## config.mk

```make
export PLATFORM = sky130hd
export DESIGN_NAME = aes_round_sequencer_flat
export DESIGN_NICKNAME = d
export VERILOG_FILES = /design/src/rtl/aes_round_sequencer_if.sv /design/src/rtl/aes_round_sequencer.sv /design/src/flat_wrapper.sv
export SDC_FILE = /design/constraint.sdc
export NUM_CORES = 1
export LEC_CHECK = 0
export BUFFER_PORTS_ARGS = -buffer_cell sky130_fd_sc_hd__buf_2
export CORE_AREA = 2 2 257 259
export CTS_BUF_LIST = sky130_fd_sc_hd__clkbuf_16
export DETAILED_ROUTE_END_ITERATION = 10
export DIE_AREA = 0 0 259 261
export PLACE_DENSITY = 0.52
export SETUP_SLACK_MARGIN = 0.2
export SLEW_MARGIN = 20
export SYNTH_ARGS = -nofsm -noshare
export SYNTH_HDL_FRONTEND = slang
export SYNTH_SLANG_ARGS = --single-unit
```

## constraint.sdc

```tcl
create_clock -name clks -period 1.5 [get_ports clks]
set_input_delay 0.3 -clock clks [delete_from_list [all_inputs] [get_ports clks]]
set_output_delay 0.3 -clock clks [all_outputs]
set_load 0.005 [all_outputs]
```

## src/rtl/aes_round_sequencer_if.sv

```systemverilog
// Client-side request/response handshakes of the AES round sequencer.
interface aes_round_sequencer_if #(
   parameter int ID_W = 2
);
   logic            in_valid;
   logic            in_ready;
   logic [127:0]    in_data;
   logic [ID_W-1:0] in_id;
   logic            out_valid;
   logic            out_ready;
   logic [127:0]    out_data;
   logic [ID_W-1:0] out_id;

   // client side: issues plaintext, consumes ciphertext
   modport master (
      output in_valid, in_data, in_id, out_ready,
      input  in_ready, out_valid, out_data, out_id
   );

   // sequencer side
   modport slave (
      input  in_valid, in_data, in_id, out_ready,
      output in_ready, out_valid, out_data, out_id
   );
endinterface

```

## src/rtl/aes_round_sequencer.sv

```systemverilog
// Iterative AES encryption controller: owns the state register, round counter
// and handshakes around an external combinational round datapath (dp_*).
module aes_round_sequencer #(
   parameter int NK   = 4,
   parameter int NR   = NK + 6,
   parameter int ID_W = 2
) (
   input  logic                 clks,
   input  logic                 reset,
   aes_round_sequencer_if.slave bus,
   input  logic [127:0]         key0,
   output logic [127:0]         dp_state,
   output logic [3:0]           dp_round,
   output logic                 dp_final,
   input  logic [127:0]         dp_result,
   output logic                 busy
);
   localparam logic [3:0] LAST_RND = 4'(NR);

   typedef enum logic [1:0] {
      S_IDLE  = 2'b00,
      S_ROUND = 2'b01,
      S_DONE  = 2'b10
   } fsm_e;

   fsm_e            fsm_q, fsm_d;
   logic [3:0]      round_q, round_d;
   logic [127:0]    state_q, state_d;
   logic [ID_W-1:0] id_q, id_d;
   logic            out_valid_q, out_valid_d;
   logic [127:0]    out_data_q, out_data_d;
   logic [ID_W-1:0] out_id_q, out_id_d;
   logic            in_ready_w;
   logic            in_round;

   assign in_ready_w   = (fsm_q == S_IDLE) & ~reset;
   assign in_round     = (fsm_q == S_ROUND);
   assign bus.in_ready = in_ready_w;
   assign bus.out_valid = out_valid_q;
   assign bus.out_data  = out_data_q;
   assign bus.out_id    = out_id_q;
   assign dp_state     = state_q;
   assign dp_round     = in_round ? round_q : 4'd0;
   assign dp_final     = in_round & (round_q == LAST_RND);
   assign busy         = (fsm_q == S_ROUND) | (fsm_q == S_DONE);

   // next-state: accept in IDLE, one datapath round per cycle, hold result until consumed
   always_comb begin
      fsm_d       = fsm_q;
      round_d     = round_q;
      state_d     = state_q;
      id_d        = id_q;
      out_valid_d = out_valid_q;
      out_data_d  = out_data_q;
      out_id_d    = out_id_q;
      case (fsm_q)
         S_IDLE: begin
            if (bus.in_valid & in_ready_w) begin
               // initial AddRoundKey with key 0 is done here, not in the datapath
               state_d = bus.in_data ^ key0;
               id_d    = bus.in_id;
               round_d = 4'd1;
               fsm_d   = S_ROUND;
            end
         end
         S_ROUND: begin
            state_d = dp_result;
            if (round_q == LAST_RND) begin
               out_data_d  = dp_result;
               out_id_d    = id_q;
               out_valid_d = 1'b1;
               fsm_d       = S_DONE;
            end else begin
               round_d = round_q + 4'd1;
            end
         end
         S_DONE: begin
            if (bus.out_ready) begin
               out_valid_d = 1'b0;
               round_d     = 4'd0;
               fsm_d       = S_IDLE;
            end
         end
         default: begin
            // unused encoding recovers to IDLE
            out_valid_d = 1'b0;
            round_d     = 4'd0;
            fsm_d       = S_IDLE;
         end
      endcase
   end

   // state registers; reset abandons any block in flight
   always_ff @(posedge clks) begin
      if (reset) begin
         fsm_q       <= S_IDLE;
         round_q     <= 4'd0;
         state_q     <= '0;
         id_q        <= '0;
         out_valid_q <= 1'b0;
         out_data_q  <= '0;
         out_id_q    <= '0;
      end else begin
         fsm_q       <= fsm_d;
         round_q     <= round_d;
         state_q     <= state_d;
         id_q        <= id_d;
         out_valid_q <= out_valid_d;
         out_data_q  <= out_data_d;
         out_id_q    <= out_id_d;
      end
   end
endmodule

```

## src/flat_wrapper.sv

```systemverilog
// flat-port wrapper written by rule: the top's interface ports become plain ports
module aes_round_sequencer_flat 
#(
   parameter int NK   = 4,
   parameter int NR   = NK + 6,
   parameter int ID_W = 2
)
  (clks, reset, key0, dp_state, dp_round, dp_final, dp_result, busy, bus_in_valid, bus_in_data, bus_in_id, bus_out_ready, bus_in_ready, bus_out_valid, bus_out_data, bus_out_id);
  aes_round_sequencer_if #(.ID_W(ID_W)) bus_i ();
  input  logic clks;
  input  logic reset;
  input  logic [127:0] key0;
  output logic [127:0] dp_state;
  output logic [3:0] dp_round;
  output logic dp_final;
  input  logic [127:0] dp_result;
  output logic busy;
  input wire logic [$bits(bus_i.in_valid)-1:0] bus_in_valid;
  input wire logic [$bits(bus_i.in_data)-1:0] bus_in_data;
  input wire logic [$bits(bus_i.in_id)-1:0] bus_in_id;
  input wire logic [$bits(bus_i.out_ready)-1:0] bus_out_ready;
  output wire logic [$bits(bus_i.in_ready)-1:0] bus_in_ready;
  output wire logic [$bits(bus_i.out_valid)-1:0] bus_out_valid;
  output wire logic [$bits(bus_i.out_data)-1:0] bus_out_data;
  output wire logic [$bits(bus_i.out_id)-1:0] bus_out_id;
  assign bus_i.in_valid = bus_in_valid;
  assign bus_i.in_data = bus_in_data;
  assign bus_i.in_id = bus_in_id;
  assign bus_i.out_ready = bus_out_ready;
  assign bus_in_ready = bus_i.in_ready;
  assign bus_out_valid = bus_i.out_valid;
  assign bus_out_data = bus_i.out_data;
  assign bus_out_id = bus_i.out_id;
  aes_round_sequencer #(.NK(NK), .NR(NR), .ID_W(ID_W)) u_core (.clks(clks), .reset(reset), .bus(bus_i), .key0(key0), .dp_state(dp_state), .dp_round(dp_round), .dp_final(dp_final), .dp_result(dp_result), .busy(busy));
endmodule
```

# After elaboration in Yosys (flattened, before gate mapping)
# Cells that the tools add are included.
[totals]
output_inout_bits = 266
regBits = 267
word_cells = 44
[op_classes]
n_eq_ne = 7
n_addsub = 1
reduce_logical = 8
mux = 14
n_bitwise = 7
[op_table]
columns = ["op", "count"]
rows = [
  ["one-hot mux 128 bit (2 select lines)", 1],
  ["two-way mux 128 bit", 1],
  ["XOR 128 bit", 1],
  ["two-way mux 4 bit", 4],
  ["one-hot mux 4 bit (3 select lines)", 1],
  ["AND reduction 3 bit", 3],
  ["inequality test 2 bit, second input constant", 4],
  ["two-way mux 2 bit", 3],
  ["one-hot mux 2 bit (3 select lines)", 1],
  ["AND reduction 2 bit", 3],
  ["adder 4 x 1 -> 4 bit, second input constant", 1],
  ["== test 4 bit, second input constant", 1],
  ["bitwise AND 1 bit", 3],
  ["one-hot mux 1 bit (3 select lines)", 1],
  ["== test 2 x 1 -> 1 bit, second input constant", 1],
  ["== test 2 bit, second input constant", 1],
  ["zero test 2 bit", 1],
  ["two-way mux 1 bit", 2],
  ["inverter 1 bit", 2],
  ["nonzero test 2 bit", 1],
  ["OR 1 bit", 1],
]

# Logic depth before layout (Yosys ltp)
# Gate-level depths: netlist of run 1.
[logic_depth]
depth_word = 5
depth_mapped = 10
depth_no_buf = 6

# Least setup slack after synthesis of run 1
# No wires, ideal clock.
[synth_timing]
kind = "register -> register"
from = "register u_core.fsm_q[1]"
to = "register u_core.round_q[2]"
t_arrival_ps = 1482
stages_incl_launch_ff = 9
path_slack_ps = -104
period_less_slack_ps = 1604
setup_ps = 122
path_cell_list = "dfxtp_1 inv_1 ha_1 buf_4 buf_6 buf_4 and2_1 nor3b_1 a311o_1"
[synth_via]
elab_chain_cells = 5
word_cells_on_any_way = 10
classes_between = "eq/ne (5); mux (1); bitwise (2); reduce/logical (2)"
[synth_rtl]
columns = ["element", "line", "source"]
rows = [
  ["start, declared", "aes_round_sequencer.sv:26", "fsm_e fsm_q, fsm_d;"],
  ["start signal, assigned", "aes_round_sequencer.sv:104", "fsm_q <= fsm_d;"],
  ["zero test 2 bit", "aes_round_sequencer.sv:36, aes_round_sequencer.sv:56", ""],
  ["bitwise AND 1 bit", "aes_round_sequencer.sv:36", "assign in_ready_w = (fsm_q == S_IDLE) & ~reset;"],
  ["bitwise AND 1 bit", "aes_round_sequencer.sv:58", "if (bus.in_valid & in_ready_w) begin"],
  ["inequality test 2 bit (no line)", "--", ""],
  ["AND reduction 3 bit (no line)", "--", ""],
  ["end signal, assigned", "aes_round_sequencer.sv:105", "round_q <= round_d;"],
  ["end, declared", "aes_round_sequencer.sv:27", "logic [3:0] round_q, round_d;"],
]
# Several ways; a longest one is shown, not always the timed one.
# A chain may end at the register's enable or synchronous reset.

# Worst setup path after layout of run 1
[layout_timing]
from = "register u_core.fsm_q[1]"
to = "output dp_final"
[layout_via]
elab_chain_cells = 2
[layout_rtl]
columns = ["element", "line", "source"]
rows = [
  ["== test 2 x 1 -> 1 bit", "aes_round_sequencer.sv:37", "assign in_round = (fsm_q == S_ROUND);"],
  ["bitwise AND 1 bit", "aes_round_sequencer.sv:44", "assign dp_final = in_round & (round_q == LAST_RND);"],
  ["end, declared", "flat_wrapper.sv:15", "output logic dp_final;"],
]
# No other way between the ends.

==> run_results.csv, run 1 <==
group,metric,value,unit
layout,drive_above_1_share,0.567,
die,dieArea,0.0676,mm2
die,core,0.0650,mm2
power_and_ir_drop,p_seq_frac,0.374,
layout,final_util,0.349,
synth,syn_avg_cell_area,8.48,um2
synth,synth-edff-count,0,
setup_path,critPathRequiredTime,1.20,ns
power_and_ir_drop,cellLeakagePower,10.3,nW
placement,place_congestion,0.815,
sta,worstMarginPinSlew,0.704,ns
setup_path,crit_type,"flip-flop to output port",
setup_path,crit_top_cell,"inv_4",
global_routing,gr-usage-all-layers,0.144,
clock_tree,cts_buffers,31,
sta,fin_skew,0.0145,ns
setup_path,crit_end,"dp_final",
placement,dp.final_hpwl,37000,um
clock_tree,clock_latency,0.58,ns
synth,yosys_register_bits,267,
power_and_ir_drop,peakVddDrop,0.571,mV
clock_tree,cts_tree,"yes",
synth,yosysSeqAreaShare,0.475,
status,status,"finished with violations",
sta,drv_slew,0,
setup_path,reg2reg_depth,13,
layout,final_common_cell,"buf_2",
sta,setup_viol,272,
global_routing,grt_pass1_wl,74300,um
power_and_ir_drop,switchingPower,0.00636,W
global_routing,first_global_vias,12300,
route,first_iter_violations,623,
setup_path,max_stage_delay,0.35,ns
status,violations,"negative setup slack",
power_and_ir_drop,combPwrFrac,0.289,
die,die_w,259,um
clock_tree,cts_sinks,267,
synth,synthArstFlopShare,0,
sta,max_slew_margin,0.531,
route,vias_per_cell,4.14,
global_routing,grt_overflow,0,
sta,hold_viol,0,
die,ios,656,
route,wire_per_inst,17.9,um
sta,period_minus_slack,1.95,ns
sta,setup_ws,-0.453,ns
synth,yosysUniqueCellTypes,36,
route,wl,56300,um
synth,synthFlopType,"dfxtp_1",
setup_path,r2r_end,"u_core.bus.out_data[30]",
clock_tree,clockBufferDepth,3,
power_and_ir_drop,switching_share,0.295,
setup_path,cpMaxStageDelayCell,"dfxtp_4",
run,maxCapViolCount,0,
global_routing,antenna_found_initial,2,
setup_path,crit_start,"u_core.fsm_q[1]",
synth,syn_nets,1722,
layout,design_area,0.0227,mm2
layout,nets,2647,
synth,syn_area,0.0113,mm2
clock_tree,cts_htree_levels,1,
placement,port_buffers,655,
setup_path,crit_chain,"inv_4, ha_4, nand4b_4, inv_4, buf_12, buf_6",
sta,rsz0062_at_grt,"true",
route,drcViolationCount,0,
placement,place_area,0.0162,mm2
power_and_ir_drop,p_int,0.0152,W
setup_path,cp-end-kind,"output port",
setup_path,worstPathArrival,1.65,ns
clock_tree,clk_pin_slew,0.07,ns
die,row_count,94,
setup_path,worst-r2r-setup-slack,-0.39,ns
sta,period_share,1.30,
die,initial_utilization,0.173,
route,drt_pre_antenna_iters,4,
die,die_h,261,um
synth,synth_warnings,0,
layout,final_cell_mix,"572 x buf_2, 257 x nand2_1, 175 x dfxtp_1",
min_path,min_path_type,"input port to flip-flop",
clock_tree,cts_root_buf,"clkbuf_16",
sta,fmax,0.512,GHz
setup_path,startpoint_type,"flip-flop",
route,drtAntennaViolNets,0,
synth,syn_inst,1327,
setup_path,reg2reg_from,"u_core.fsm_q[1]",
route,routed-via-count,13000,
global_routing,grt_max_degree,80,
power_and_ir_drop,power_density,949,mW/mm2
layout,area_growth,102,%
setup_path,crit_path_max_fanout,3,
power_and_ir_drop,clkPwrFrac,0.337,
layout,fillers,6629,
[critical path: cells and delay by family, from the launching register on]
family | cells | cell delay (ns)
simple gates | 1 | 0.13
buf+inv | 4 | 0.39
fa+ha+maj | 1 | 0.18
flops | 1 | 0.35
[stage by stage]
stage | TNS (ns) | instances | hold slack (ns) | total power (W) | setup WS [ns]
4_1_cts | -76.94 | 3098 | 0.00219 | 0.0208 | -0.490
5_1_grt | -99.19 | 3139 | 0.0328 | 0.0225 | -0.533
6_report | -80.79 | 3139 | 0.0582 | 0.0215 | -0.453
3_3_place_gp | -16.44 | 2855 | 0.440 | 0.0124 | -0.153
2_1_floorplan | -0.0680 | 1327 | 0.432 | 0.0101 | -0.00336
3_5_place_dp | -19.45 | 2855 | 0.440 | 0.0124 | -0.181
[what timing repair did]
action / 4_1_cts / 5_1_grt
buffers inserted: 38 / 27
cloned: 21 / 14
hold endpoints to repair: 129 / 0
hold buffers: 129 / 0
pin swaps: 101 / 236
resized for setup: 195 / 573
endpoints found under the setup margin: 531 / 533
[layout make-up]
class                           count  area (um2)  share of cell area
Multi-Input combinational cell    951        6880               0.303
Clock inverter                     24         165             0.00728
Sequential cell                   267        5470               0.241
Inverter                            7        38.8             0.00171
Tap cell                          864        1080              0.0476
Clock buffer                       31         776              0.0342
Timing Repair Buffer              994        8280               0.365
Antenna cell                        1        2.50            0.000110
[worst min-delay path by stage]
stage                                    start                      end  slack (ns)  cells after the start
after global placement    u_core.bus.out_valid     u_core.bus.out_valid        0.44                      2
after CTS                        dp_result[98]  u_core.bus.out_data[98]       0.002                      3
after floorplan                 u_core.id_q[0]     u_core.bus.out_id[0]        0.43                      2
after global routing             dp_result[98]  u_core.bus.out_data[98]        0.03                      3
after detailed placement  u_core.bus.out_valid     u_core.bus.out_valid        0.44                      2
final                            dp_result[98]  u_core.bus.out_data[98]        0.06                      3
[power by group through the flow]
| stage | logic, W | clock network (W) | registers [W] |
|---|---|---|---|
| after floorplan | 0.00201 | 0 | 0.00812 |
| after global placement | 0.00428 | 0 | 0.00812 |
| after detailed placement | 0.00430 | 0 | 0.00809 |
| after CTS | 0.00535 | 0.00748 | 0.00796 |
| after global routing | 0.00667 | 0.00771 | 0.00810 |
| final | 0.00622 | 0.00726 | 0.00805 |
[layer usage]
metal  GRT usage  vias to the layer above  part of all wire
met5           0                        -           0.00023
met4      0.0422                        2             0.026
met3      0.0226                       67             0.063
met2       0.251                      468              0.49
met1       0.182                     6079              0.42
li1            -                     6383                 -
[cell usage after synthesis (3+ instances only)]
| library cell | count | share of area |
|---|---|---|
| a22o_1 | 128 | 0.10 |
| xnor2_1 | 128 | 0.10 |
| buf_4 | 11 | 0.0073 |
| nand2_1 | 394 | 0.13 |
| inv_1 | 5 | 0.0017 |
| a21oi_1 | 134 | 0.060 |
| buf_2 | 61 | 0.027 |
| o21ai_0 | 129 | 0.057 |
| nand3_1 | 4 | 0.0018 |
| nand2b_1 | 3 | 0.0017 |
| ha_1 | 5 | 0.0056 |
| clkbuf_1 | 25 | 0.0083 |
| dfxtp_1 | 267 | 0.48 |
| and2_1 | 4 | 0.0022 |
| buf_1 | 3 | 0.0010 |
[sequential cells by signal, indices dropped and copies added, names as in the netlist]
name                  cells
u_core.round_q            4
u_core.fsm_q              2
u_core.id_q               2
u_core.dp_state         128
u_core.bus.out_data     128
u_core.bus.out_valid      1
u_core.bus.out_id         2
[cell families after synthesis]
family                     synth area share
DFF                                   0.475
AOI/OAI and AO/OA                     0.227
adders and majority gates           0.00556
and+or+nand+nor                       0.144
buffers and inverters                0.0482
xor gates and xnor gates             0.0996
Note: power is estimated with default switching activity, not from simulation.
==> run 2: changes to the inputs <==
RECOVER_POWER = 25   (was unset)
==> run 2 against run 1 <==
The run still ends with negative setup slack left. Global-route usage stayed put. Clock power barely moved. Via count is essentially flat.
==> run_results.csv, run 2 (same netlist as run 1, synthesis figures left out) <==
group,metric,value,unit
clock_tree,cts_sinks,267,
clock_tree,cts_htree_levels,1,
clock_tree,clk_pin_slew,0.07,ns
route,vias_per_cell,4.14,
sta,period_minus_slack,1.95,ns
run,maxCapViolCount,0,
min_path,hp-start,"dp_result[98]",
setup_path,critPathRequiredTime,1.20,ns
power_and_ir_drop,switching_share,0.296,
die,initial_utilization,0.173,
route,first_iter_violations,646,
die,die_w,259,um
power_and_ir_drop,clkPwrFrac,0.338,
status,status,"finished with violations",
setup_path,reg2reg_depth,13,
sta,hold_viol,0,
setup_path,r2r_end,"u_core.bus.out_data[30]",
die,ios,656,
setup_path,startpoint_type,"flip-flop",
layout,area_growth,101,%
clock_tree,clock_latency,0.58,ns
setup_path,worst-r2r-setup-slack,-0.39,ns
route,routed-via-count,13000,
route,drcViolationCount,0,
placement,port_buffers,655,
layout,drive_above_1_share,0.543,
global_routing,gr-usage-all-layers,0.144,
route,drtAntennaViolNets,0,
placement,dp.final_hpwl,37000,um
layout,final_cell_mix,"563 x buf_2, 257 x nand2_1, 220 x dfxtp_1",
clock_tree,cts_root_buf,"clkbuf_16",
power_and_ir_drop,p_seq_frac,0.373,
die,dieArea,0.0676,mm2
sta,period_share,1.30,
setup_path,crit_path_max_fanout,3,
sta,rsz0062_at_grt,"true",
die,die_h,261,um
route,drt_pre_antenna_iters,4,
sta,setup_ws,-0.455,ns
status,violations,"negative setup slack",
power_and_ir_drop,cellLeakagePower,10.3,nW
global_routing,first_global_vias,12300,
sta,fin_skew,0.0145,ns
die,row_count,94,
layout,fillers,6653,
min_path,hold_depth,3,
setup_path,cp-end-kind,"output port",
sta,whs,0.0549,ns
layout,multi_input_area,0.00688,mm2
power_and_ir_drop,combPwrFrac,0.289,
route,wire_per_inst,17.9,um
layout,final_util,0.348,
sta,max_slew_margin,0.528,
placement,place_congestion,0.815,
clock_tree,cts_buffers,31,
min_path,hold-path-endpoint,"u_core.bus.out_data[98]",
setup_path,worstPathArrival,1.65,ns
power_and_ir_drop,peakVddDrop,0.572,mV
sta,fmax,0.512,GHz
clock_tree,clockBufferDepth,3,
setup_path,crit_type,"flip-flop to output port",
sta,setup_viol,272,
global_routing,grt_max_degree,80,
sta,drv_slew,0,
setup_path,reg2reg_from,"u_core.fsm_q[1]",
min_path,min_path_type,"input port to flip-flop",
route,wl,56300,um
die,core,0.0650,mm2
global_routing,grt_overflow,0,
global_routing,antenna_found_initial,2,
layout,final_common_cell,"buf_2",
placement,post-place-ws,-0.181,ns
sta,worstMarginPinSlew,0.708,ns
setup_path,crit_start,"u_core.fsm_q[1]",
layout,nets,2647,
power_and_ir_drop,p_int,0.0151,W
clock_tree,cts_tree,"yes",
layout,ff_latch_area,0.00541,mm2
global_routing,grt_pass1_wl,74300,um
power_and_ir_drop,switchingPower,0.00636,W
power_and_ir_drop,power_density,951,mW/mm2
[run 2: changes by cell type in the layout (fill, tap and decap cells not counted)]
cell	before	now
dfxtp_2	89	44
buf_4	63	62
buf_2	572	563
dfxtp_1	175	220
clkbuf_1	0	10
[run 2: worst max path at each step]
stage / to / slack (ns) / cells past startpoint
after global routing: dp_final / -0.53 / 6
after floorplan: u_core.round_q[2] / -0.003 / 8
after CTS: dp_round[0] / -0.49 / 6
after global placement: u_core.dp_state[0] / -0.15 / 7
after detailed placement: u_core.dp_state[0] / -0.18 / 7
final: dp_final / -0.45 / 6
[run 2: cell type report]
class / count / area share
multi-input combinational: 951 / 0.304
antenna: 1 / 0.000111
clock inverter: 24 / 0.00730
tap: 864 / 0.0478
sequential: 267 / 0.239
clock buffer: 31 / 0.0343
inverter: 7 / 0.00171
timing repair buffer: 994 / 0.365
[run 2: metal layers]
metal  wire, um  global-route usage  part of all wire  up-vias
met5         13                   0           0.00023        -
met4       1450              0.0422             0.026        2
met3       3620              0.0226             0.064       67
met2      27400               0.251              0.49      486
met1      23800               0.182              0.42     6071
li1           -                   -                 -     6383
[run 2: critical path: stages (launching register included)]
cell and delay (ns):
dfxtp_4 0.35, inv_4 0.07, ha_4 0.18, nand4b_4 0.13, inv_4 0.10, buf_12 0.12
buf_6 0.10
[run 2: power by group through the flow]
stage / Combinational [W] / Clock (W) / Sequential [W]
2_1_floorplan: 0.00201 / 0 / 0.00812
3_3_place_gp: 0.00428 / 0 / 0.00812
3_5_place_dp: 0.00430 / 0 / 0.00809
4_1_cts: 0.00535 / 0.00748 / 0.00796
5_1_grt: 0.00666 / 0.00771 / 0.00808
6_report: 0.00621 / 0.00726 / 0.00803
[run 2: repair_timing]
item | 4_1_cts | 5_1_grt
resized for setup | 195 | 573
hold endpoints to repair | 129 | 0
endpoints found under the setup margin | 531 | 533
hold buffers | 129 | 0
buffers inserted | 38 | 27
cloned | 21 | 14
pin swaps | 101 | 236
[run 2: through the flow]
step	cells	cell area [um2]	power [W]	setup TNS [ns]
2_1_floorplan	1327	11400	0.0101	-0.0680
4_1_cts	3098	20200	0.0208	-76.94
6_report	3139	22600	0.0215	-86.74
3_5_place_dp	2855	16200	0.0124	-19.45
3_3_place_gp	2855	16200	0.0124	-16.44
5_1_grt	3139	22600	0.0225	-105.05
